$ cat config.mk
export PLATFORM = sky130hd
export DESIGN_NAME = lsu_bank_ctrl
export DESIGN_NICKNAME = d
export VERILOG_FILES = /design/src/rtl/lsu_pkg.sv /design/src/rtl/lsu_lane_align.sv /design/src/rtl/lsu_bank_ctrl.sv
export SDC_FILE = /design/constraint.sdc
export NUM_CORES = 1
export LEC_CHECK = 0
export BUFFER_PORTS_ARGS = -buffer_cell sky130_fd_sc_hd__buf_4
export CAP_MARGIN = 20
export CORE_ASPECT_RATIO = 1.4
export CORE_UTILIZATION = 48
export CTS_BUF_LIST = sky130_fd_sc_hd__clkbuf_8
export CTS_CLUSTER_DIAMETER = 50
export DETAILED_ROUTE_END_ITERATION = 10
export PLACE_DENSITY = 0.88
export SLEW_MARGIN = 30
export SYNTH_ARGS = -nofsm -noshare
export SYNTH_HDL_FRONTEND = slang
export SYNTH_SLANG_ARGS = --single-unit
$ cat constraint.sdc
create_clock -name i_clk -period 3.2 [get_ports i_clk]
set_clock_uncertainty 0.15 [all_clocks]
set_input_delay 0.32 -clock i_clk [delete_from_list [all_inputs] [get_ports i_clk]]
set_output_delay 0.32 -clock i_clk [all_outputs]
set_load 0.02 [all_outputs]
$ cat src/rtl/lsu_pkg.sv
// Shared types and helpers for the LSU bank controller: access size, FSM states,
// byte-lane mask generation and load sign/zero extension.
package lsu_pkg;

   typedef enum logic [1:0] {
      SZ_BYTE = 2'b00,
      SZ_HALF = 2'b01,
      SZ_WORD = 2'b10,
      SZ_ILL  = 2'b11
   } size_e;

   typedef enum logic [1:0] {
      IDLE = 2'b00,
      ACC0 = 2'b01,
      ACC1 = 2'b10,
      RSP  = 2'b11
   } state_e;

   // Lanes over the pair {word A+1, word A}; bits [7:4] set means the access spills into A+1.
   function automatic logic [7:0] lane_mask(input size_e size, input logic [1:0] off);
      logic [7:0] base;
      case (size)
         SZ_BYTE: base = 8'b0000_0001;
         SZ_HALF: base = 8'b0000_0011;
         SZ_WORD: base = 8'b0000_1111;
         default: base = 8'b0000_0000;
      endcase
      return base << off;
   endfunction

   function automatic logic [31:0] extend(input logic [31:0] raw, input size_e size,
                                          input logic uns);
      logic [31:0] res;
      case (size)
         SZ_BYTE: res = uns ? {24'h0, raw[7:0]}  : {{24{raw[7]}}, raw[7:0]};
         SZ_HALF: res = uns ? {16'h0, raw[15:0]} : {{16{raw[15]}}, raw[15:0]};
         default: res = raw;
      endcase
      return res;
   endfunction

endpackage

$ cat src/rtl/lsu_lane_align.sv
// Combinational lane logic: shifts store data onto the addressed byte lanes of the
// current bank word (read-modify-write merge) and gathers/extends load bytes.
module lsu_lane_align
   import lsu_pkg::*;
(
   input  size_e       i_size,
   input  logic [1:0]  i_off,
   input  logic        i_unsigned,
   input  logic        i_hi,
   input  logic [31:0] i_wdata,
   input  logic [31:0] i_rd_word,
   input  logic [31:0] i_lo_word,
   output logic [31:0] o_merged,
   output logic [31:0] o_load
);

   logic [7:0]  mask;
   logic [3:0]  lanes;
   logic [63:0] wdata_sh;
   logic [31:0] wdata_word;
   logic [63:0] rd_pair;
   logic [31:0] rd_lo;

   // NOTE: every output and temporary is fully assigned on every pass, so no latch can form.
   always_comb begin
      mask       = lane_mask(i_size, i_off);
      wdata_sh   = {32'h0, i_wdata} << {i_off, 3'b000};
      lanes      = i_hi ? mask[7:4] : mask[3:0];
      wdata_word = i_hi ? wdata_sh[63:32] : wdata_sh[31:0];
      for (int i = 0; i < 4; i++) begin
         o_merged[8*i +: 8] = lanes[i] ? wdata_word[8*i +: 8] : i_rd_word[8*i +: 8];
      end
      // In the second access the first word comes from the captured copy of word A.
      rd_pair = i_hi ? {i_rd_word, i_lo_word} : {32'h0, i_rd_word};
      rd_lo   = 32'(rd_pair >> {i_off, 3'b000});
      o_load  = extend(rd_lo, i_size, i_unsigned);
   end

endmodule

$ cat src/rtl/lsu_bank_ctrl.sv
// Load/store controller for a single-port word bank with byte/half/word accesses.
// Optional macro LSU_MISALIGN_EN enables word-crossing accesses through a second ACC1 cycle.
module lsu_bank_ctrl
   import lsu_pkg::*;
#(
   parameter int ADDRBIT = 14
)(
   input  logic               i_clk,
   input  logic               i_rst,
   input  logic               i_req_valid,
   output logic               o_req_ready,
   input  logic               i_req_wr,
   input  logic [31:0]        i_req_addr,
   input  logic [1:0]         i_req_size,
   input  logic               i_req_unsigned,
   input  logic [31:0]        i_req_wdata,
   output logic               o_rsp_valid,
   output logic [31:0]        o_rsp_rdata,
   output logic               o_rsp_err,
   output logic [ADDRBIT-3:0] o_bank_addr,
   output logic [31:0]        o_bank_wdata,
   output logic               o_bank_wren,
   input  logic [31:0]        i_bank_rdata
);

   localparam int AW = ADDRBIT - 2;

   state_e        state_q, state_d;
   logic          wr_q, wr_d;
   logic [31:0]   addr_q, addr_d;
   size_e         size_q, size_d;
   logic          uns_q, uns_d;
   logic [31:0]   wdata_q, wdata_d;
   logic [31:0]   rdata_q, rdata_d;
`ifdef LSU_MISALIGN_EN
   logic [31:0]   lo_q, lo_d;
`endif

   logic [AW-1:0] word_addr;
   logic [7:0]    mask;
   logic          misaligned;
   logic          acc_err;
   logic          use_hi;
   logic [31:0]   lo_word;
   logic [31:0]   merged;
   logic [31:0]   load_data;

   always_comb begin
      word_addr  = addr_q[ADDRBIT-1:2];
      mask       = lane_mask(size_q, addr_q[1:0]);
      misaligned = |mask[7:4];
      acc_err    = (size_q == SZ_ILL) || (addr_q[31:ADDRBIT] != '0);
`ifdef LSU_MISALIGN_EN
      // No wrap-around: a spill past the last bank word faults.
      acc_err    = acc_err || (misaligned && (word_addr == '1));
      use_hi     = (state_q == ACC1);
      lo_word    = lo_q;
`else
      acc_err    = acc_err || misaligned;
      use_hi     = 1'b0;
      lo_word    = '0;
`endif
   end

   lsu_lane_align u_align (
      .i_size     (size_q),
      .i_off      (addr_q[1:0]),
      .i_unsigned (uns_q),
      .i_hi       (use_hi),
      .i_wdata    (wdata_q),
      .i_rd_word  (i_bank_rdata),
      .i_lo_word  (lo_word),
      .o_merged   (merged),
      .o_load     (load_data)
   );

   always_comb begin
      state_d      = state_q;
      wr_d         = wr_q;
      addr_d       = addr_q;
      size_d       = size_q;
      uns_d        = uns_q;
      wdata_d      = wdata_q;
      rdata_d      = rdata_q;
`ifdef LSU_MISALIGN_EN
      lo_d         = lo_q;
`endif
      o_req_ready  = 1'b0;
      o_rsp_valid  = 1'b0;
      o_rsp_err    = 1'b0;
      o_rsp_rdata  = '0;
      o_bank_addr  = '0;
      o_bank_wdata = '0;
      o_bank_wren  = 1'b0;

      case (state_q)
         IDLE: begin
            o_req_ready = !i_rst;
            if (i_req_valid) begin
               wr_d    = i_req_wr;
               addr_d  = i_req_addr;
               size_d  = size_e'(i_req_size);
               uns_d   = i_req_unsigned;
               wdata_d = i_req_wdata;
               state_d = ACC0;
            end
         end
         ACC0: begin
            o_bank_addr  = word_addr;
            o_bank_wdata = merged;
            o_bank_wren  = wr_q && !acc_err;
            rdata_d      = (wr_q || acc_err) ? '0 : load_data;
`ifdef LSU_MISALIGN_EN
            lo_d         = i_bank_rdata;
            state_d      = (misaligned && !acc_err) ? ACC1 : RSP;
`else
            state_d      = RSP;
`endif
         end
`ifdef LSU_MISALIGN_EN
         ACC1: begin
            o_bank_addr  = word_addr + AW'(1);
            o_bank_wdata = merged;
            o_bank_wren  = wr_q && !acc_err;
            rdata_d      = (wr_q || acc_err) ? '0 : load_data;
            state_d      = RSP;
         end
`endif
         RSP: begin
            o_rsp_valid = 1'b1;
            o_rsp_err   = acc_err;
            o_rsp_rdata = rdata_q;
            state_d     = IDLE;
         end
         default: state_d = IDLE;
      endcase
   end

   // NOTE: state updates use non-blocking assignments so every flop samples pre-edge values.
   always_ff @(posedge i_clk or posedge i_rst) begin
      if (i_rst) begin
         state_q <= IDLE;
         wr_q    <= 1'b0;
         addr_q  <= '0;
         size_q  <= SZ_BYTE;
         uns_q   <= 1'b0;
         wdata_q <= '0;
         rdata_q <= '0;
`ifdef LSU_MISALIGN_EN
         lo_q    <= '0;
`endif
      end else begin
         state_q <= state_d;
         wr_q    <= wr_d;
         addr_q  <= addr_d;
         size_q  <= size_d;
         uns_q   <= uns_d;
         wdata_q <= wdata_d;
         rdata_q <= rdata_d;
`ifdef LSU_MISALIGN_EN
         lo_q    <= lo_d;
`endif
      end
   end

endmodule

==> results of run 1 <==
[final timing paths]
path,startpoint,endpoint,depth (start not counted)
max in group asynchronous,i_rst,addr_q[15],4
min,i_req_addr[12],addr_q[12],2
min reg2reg,rdata_q[28],rdata_q[28],2
max,size_q[0],o_bank_wdata[16],7
max reg2reg,size_q[0],rdata_q[31],6
min in group asynchronous,i_rst,addr_q[7],3
[critical path, delay by kind of cell, from the launching register on]
| family | cells | cell delay [ps] |
|---|---|---|
| muxes | 2 | 580 |
| and+or+nand+nor | 1 | 70 |
| AOI/OAI and AO/OA | 1 | 580 |
| adders and majority gates | 1 | 310 |
| buffers and inverters | 2 | 280 |
| DFF | 1 | 390 |
[state kept, by name, indices dropped and copies added (netlist names)]
| name | flops |
|---|---|
| addr_q | 32 |
| rdata_q | 32 |
| wdata_q | 32 |
| size_q | 2 |
| state_q | 2 |
| uns_q | 1 |
| wr_q | 1 |
[stage by stage]
step,utilization (%),hold WS (ps),worst slack [ps],instances
floorplan,-,285,54.5,560
global placement,62.0,308,612,852
detailed placement,62.0,315,445,852
CTS,63.9,1.21,140,871
global route,64.0,1.86,47.2,872
finish,64.0,12.7,140,872
[cell usage after synthesis, drive strengths merged, types with 4 or more instances]
master | instances | area share (%)
o211ai | 7 | 0.88
nand2 | 52 | 3.3
buf | 24 | 2.3
o2bb2ai | 16 | 2.4
nor2b | 4 | 0.42
o31ai | 17 | 2.1
inv | 4 | 0.25
nor2 | 36 | 2.3
mux2 | 74 | 14
and2 | 14 | 1.5
and3 | 33 | 3.5
ha | 4 | 0.84
a211oi | 9 | 1.2
dfrtp | 102 | 43
mux2i | 73 | 12
o41ai | 8 | 1.9
clkbuf | 26 | 1.6
a22oi | 8 | 1.0
o21ai | 21 | 1.8
a21oi | 8 | 0.67
[area by class of cell]
cell class	count	area (um^2)
clock inverter	6	61.3
multi-input combinational	403	3170
sequential	102	2550
clock buffer	10	138
timing repair buffer	199	1520
tap	147	184
fill	948	4290
inverter	5	23.8
[cells by family (layout without fill, tap and decap cells)]
kind of cell,after synthesis,after routing
AND/OR/NAND/NOR,155,155
multiplexers,147,147
flip-flops,102,102
AO/OA/AOI/OAI,97,97
buffers and inverters,55,220
adder cells (fa/ha/maj),4,4
[routing by layer]
metal	share of wire, %	up-vias
met4	3.9	0
met1	40	2437
met5	0	-
li1	-	2349
met3	4.8	45
met2	51	195
[cells in the final DEF, fill, tap and decap left out, types with 2 or more instances in the layout]
cell type	n
or2_2	2
nand2_1	52
ha_1	4
nor4_1	2
clkinv_2	3
dfrtp_1	100
a21oi_1	8
o2bb2ai_1	16
nand2b_1	2
a211oi_1	8
nor3_1	2
or4_1	2
and2_1	14
buf_4	194
dfrtp_2	2
inv_1	3
nor2b_1	4
o41ai_1	2
clkbuf_8	10
o21ai_0	20
mux2_2	74
o41ai_2	6
mux2i_1	72
nor2_1	36
and3_1	33
o31ai_1	17
a22oi_1	8
dlygate4sd3_1	4
o211ai_1	7
[where the power goes]
group          switching (mW)  total [mW]  internal (mW)
clock network           0.443       0.823          0.380
logic                    2.38        4.27           1.89
registers               0.423        2.17           1.75
total                    3.25        7.26           4.01
[what timing repair did]
| item | 4_1_cts | 5_1_grt |
|---|---|---|
| endpoints found under the hold margin | 59 | 1 |
| hold buffers | 3 | 1 |
| buffers inserted | 0 | 0 |
| gates resized for setup | 0 | 0 |
==> metrics.md, run 1 <==
| Metric | Value |
|---|---|
| Total CTS buffers | 9 |
| Avg Vias per Cell | 5.76 |
| FF-to-FF setup slack | 450 ps |
| Largest net degree at the start of global routing | 93 |
| Worst hold path type | primary input to flop |
| WP data arrival | 2590 ps |
| Initial DRC count | 355 |
| Port bufs | 182 |
| Routing usage on met2 | 44.9% |
| Final Cycle Share | 95.6% |
| Crit end category | output pin |
| WL final | 16,700 um |
| Clk pin slew, worst setup/hold paths | 100 ps |
| Synth-to-layout area growth | 28.2% |
| Antenna violations before repair | 0 |
| Layout cells sized above 1 | 42.2% |
| Adder-cell share of the synthesized area | 0.839% |
| Final Hold Fails | 0 |
| Total grt overflow | 0 |
| Ant diodes | 0 |
| Simple-gate area share of the yosys netlist | 12.8% |
| Crit path kind | flop to output pin |
| Flops & latches, synth | 102 |
| CP max-delay cell | o21ai_2 |
| Status | completed |
| Clk buf depth | 2 |
| RD Place Congestion | 0.919 |
| Top Ports | 183 |
| Max_cap viols | 0 |
| WL per Instance | 19.1 um |
| Vias | 5,026 |
| Syn_nets | 667 |
| Largest family of logic cells by synthesized area | multiplexers |
| Starting Density | 49.9% |
| CORE AREA | 11,900 um^2 |
| Ys flop type | dfrtp_1 |
| # H-tree levels | 3 |
| Slew at the pin with the worst max-slew slack | 858 ps |
| Post-route DRC | 0 |
| Mux share of post-synthesis cell area | 26.3% |
| Max_slew headroom | 42.8% |
| Total GRT Usage | 27.1% |
| First-pass GRT wire length | 26,300 um |
| Post-Synthesis Cell Area | 5960 um^2 |
| Die area | 12,900 um^2 |
| Worst path cell trace | inv_1 -> ha_1 -> mux2_2 -> o21ai_2 -> mux2i_1 -> nor2_1 -> buf_4 |
| Synth Warn # | 0 |
| Post-synthesis sequential area ratio | 42.8% |
| Vias in the first global route | 5,054 |
| Total chip power | 7.26 mW |
| Power density cells | 950 nW/um^2 |
| Nets | 827 |
| Chip width | 96.2 um |
| Busiest grt layer | met2 |
| Met3 Use GR | 3.51% |
| Final Slew Violations | 0 |
| Synth Area in XOR/XNOR | 0% |
| Insertion delay to the later sink of the worst-skew pair | 380 ps |
| Die Ht | 134 um |
| Number of enable flip-flop cells after synthesis | 0 |
| Async SR Flop Fraction | 100% |
| Critical Path Source Type | flop |
| Peak VDD IR | 639 uV |
| Setup TNS | 0 ps |
| Critical-path maximum fanout | 8 |
| RSZ-0062 raised after global routing | no |
| Non-Filler Cell Area, Final | 7640 um^2 |
| Mapped Cells | 560 |
| Final min period | 3060 ps |
| CTS tree | done |
| Worst Path Required | 2730 ps |
| Root cell of the clock tree | clkbuf_8 |
| Synth unique cells | 40 |
| Post-synthesis compound-gate area fraction | 13.0% |
| Detail Route Antenna Nets | 0 |
| Clk sinks | 102 |
| CP peak stage delay | 580 ps |
| Hpwl dp | 12,500 um |
| Leak | 3.72 nW |
| F_max | 0.327 GHz |
| First drt pass iteration count | 5 |
| Grt met1 use | 34.6% |
| Post-Syn Area per Cell | 10.6 um^2 |
| Count of final setup violators | 0 |
| Placed cell area | 7400 um^2 |
| Row cnt | 47 |
No activity file was read; power rests on OpenSTA's default activity.
==> inputs of run 2 (changes only) <==
==> constraint.sdc (replaced) <==
create_clock -name i_clk -period 3.2 [get_ports i_clk]
set_clock_uncertainty 0.15 [all_clocks]
set_input_delay 0.32 -clock i_clk [delete_from_list [all_inputs] [get_ports i_clk]]
set_output_delay 0.32 -clock i_clk [all_outputs]
set_load 0.05 [all_outputs]
==> metrics.md, run 2 (same netlist as run 1, synthesis figures left out) <==
| Metric | Value |
|---|---|
| WP data arrival | 2600 ps (was 2590 ps) |
| Clk pin slew, worst setup/hold paths | 100 ps (about the same) |
| Layout cells sized above 1 | 42.4% (was 42.2%) |
| Max_cap viols | 0 (unchanged) |
| Grt met1 use | 33.6% (was 34.6%) |
| F_max | 0.325 GHz (was 0.327 GHz) |
| RD Place Congestion | 0.942 (was 0.919) |
| Avg Vias per Cell | 5.80 (was 5.76) |
| Busiest grt layer | met2 (unchanged) |
| FF-to-FF setup slack | 490 ps (was 450 ps) |
| Post-CTS Setup Inserts | 0 (unchanged) |
| Worst Path Required | 2730 ps (about the same) |
| Detail Route Antenna Nets | 0 (unchanged) |
| Crit end category | output pin (unchanged) |
| Row cnt | 47 (unchanged) |
| Total grt overflow | 0 (unchanged) |
| Vias | 5,049 (was 5,026) |
| Synth-to-layout area growth | 27.2% (was 28.2%) |
| Slew at the pin with the worst max-slew slack | 884 ps (was 858 ps) |
| Chip width | 96.2 um (unchanged) |
| Insertion delay to the later sink of the worst-skew pair | 370 ps (was 380 ps) |
| Placed cells | 854 (was 852) |
| Commonest non-fill, non-tap cell in the layout | buf_4 (unchanged) |
| First-pass GRT wire length | 26,200 um (was 26,300 um) |
| Port bufs | 182 (unchanged) |
| Final Slew Violations | 0 (unchanged) |
| Vias in the first global route | 5,080 (was 5,054) |
| Setup TNS | 0 ps (unchanged) |
| Final min period | 3070 ps (was 3060 ps) |
| Status | completed (unchanged) |
| Top Ports | 183 (unchanged) |
| Total CTS buffers | 9 (unchanged) |
| Post-CTS sizing | 0 (unchanged) |
| CORE AREA | 11,900 um^2 (unchanged) |
| Nets | 826 (was 827) |
| Worst hold path type | primary input to flop (unchanged) |
| Antenna violations before repair | 0 (unchanged) |
| Clk sinks | 102 (unchanged) |
| Die Ht | 134 um (unchanged) |
| WL final | 16,600 um (was 16,700 um) |
| Largest net degree at the start of global routing | 89 (was 93) |
| RSZ-0062 raised after global routing | no (unchanged) |
| First drt pass iteration count | 5 (unchanged) |
| WL per Instance | 19.1 um (about the same) |
| Hpwl dp | 12,700 um (was 12,500 um) |
| Post-route setup slack | 126 ps (was 140 ps) |
| Met3 Use GR | 4.02% (was 3.51%) |
| Routing usage on met2 | 45.2% (was 44.9%) |
| Starting Density | 49.9% (unchanged) |
| Crit path kind | flop to output pin (unchanged) |
| Peak VDD IR | 933 uV (was 639 uV) |
| Critical Path Source Type | flop (unchanged) |
| Most frequent cells in the layout | buf_4 (197), dfrtp_1 (100), mux2_2 (74) (was buf_4 (194), dfrtp_1 (100), mux2_2 (74)) |
| Ant diodes | 0 (unchanged) |
| Power density cells | 1040 nW/um^2 (was 950 nW/um^2) |
| # H-tree levels | 3 (unchanged) |
| Clk buf depth | 2 (unchanged) |
| Critical-path maximum fanout | 37 (was 8) |
| Total GRT Usage | 26.9% (was 27.1%) |
| Placed cell area | 7410 um^2 (was 7400 um^2) |
| CTS tree | done (unchanged) |
| Final Cycle Share | 96.1% (was 95.6%) |
| Final Hold Fails | 0 (unchanged) |
| Minimum hold slack | 8.12 ps (was 12.7 ps) |
| Leak | 3.70 nW (was 3.72 nW) |
| Initial DRC count | 289 (was 355) |
| Max_slew headroom | 41.0% (was 42.8%) |
| Count of final setup violators | 0 (unchanged) |
| Final Non-Filler Cells | 871 (was 872) |
| Die area | 12,900 um^2 (unchanged) |
| Dpl ws | 544 ps (was 445 ps) |
| Root cell of the clock tree | clkbuf_8 (unchanged) |
| Non-Filler Cell Area, Final | 7580 um^2 (was 7640 um^2) |
| Post-route DRC | 0 (unchanged) |
| Registers with the most flip-flops | addr_q (32), rdata_q (32), wdata_q (32) (unchanged) |
==> run 2: cell types whose count changed in the layout (fill, tap and decap cells not counted), sizes merged <==
cell	previous run	this run
dlygate4sd3	4	1
inv	4	7
buf	195	197
bufinv	1	0
clkbuf	10	9
clkinvlp	1	0
==> run 2: layer usage <==
layer / wire length [um] / share of wire, % / vias to the layer above
li1: - / - / 2336
met5: 0 / 0 / -
met4: 681 / 4.1 / 0
met3: 772 / 4.6 / 48
met1: 6550 / 39 / 2476
met2: 8640 / 52 / 189
==> run 2: stage by stage <==
step           utilization (%)  power [mW]
6_report                  63.5        7.87
2_1_floorplan                -        5.86
5_1_grt                   63.5        8.31
3_5_place_dp              62.0        7.13
3_3_place_gp              62.0        6.99
4_1_cts                   63.5        7.85
==> run 2: worst max-delay path, cell delays in order, from the launching register on <==
cell	delay, ps
dfrtp_2	690
buf_4	580
mux2i_1	330
mux2i_1	130
mux2i_1	170
nor2_1	90
buf_4	220
==> run 2: timing repair <==
action | CTS | global route
hold endpoints to repair | 87 | 0
hold buffers | 1 | 0
endpoints found under the setup margin | 0 | 0
==> run 2: final timing paths <==
| path | start | end | cells past startpoint |
|---|---|---|---|
| worst min register to register | rdata_q[4] | rdata_q[4] | 2 |
| worst min-delay path | i_req_size[1] | size_q[1] | 3 |
| max in group asynchronous | i_rst | addr_q[18] | 4 |
| worst max-delay path | addr_q[0] | o_bank_wdata[25] | 6 |
| min in group asynchronous | i_rst | addr_q[6] | 3 |
| worst max register to register | addr_q[0] | rdata_q[31] | 4 |
==> run 2: cell type report <==
type / instances / area, um^2
Tap cell: 147 / 184
Clock inverter: 7 / 41.3
Inverter: 5 / 23.8
Sequential cell: 102 / 2550
Timing Repair Buffer: 198 / 1490
Fill cell: 976 / 4360
Multi-Input combinational cell: 403 / 3170
Clock buffer: 9 / 124
==> run 2: power breakdown <==
part           leakage, nW  internal (mW)  switching (mW)
Combinational         2.34           1.89            3.11
Clock               0.0947          0.281           0.443
Sequential            1.27           1.74           0.398
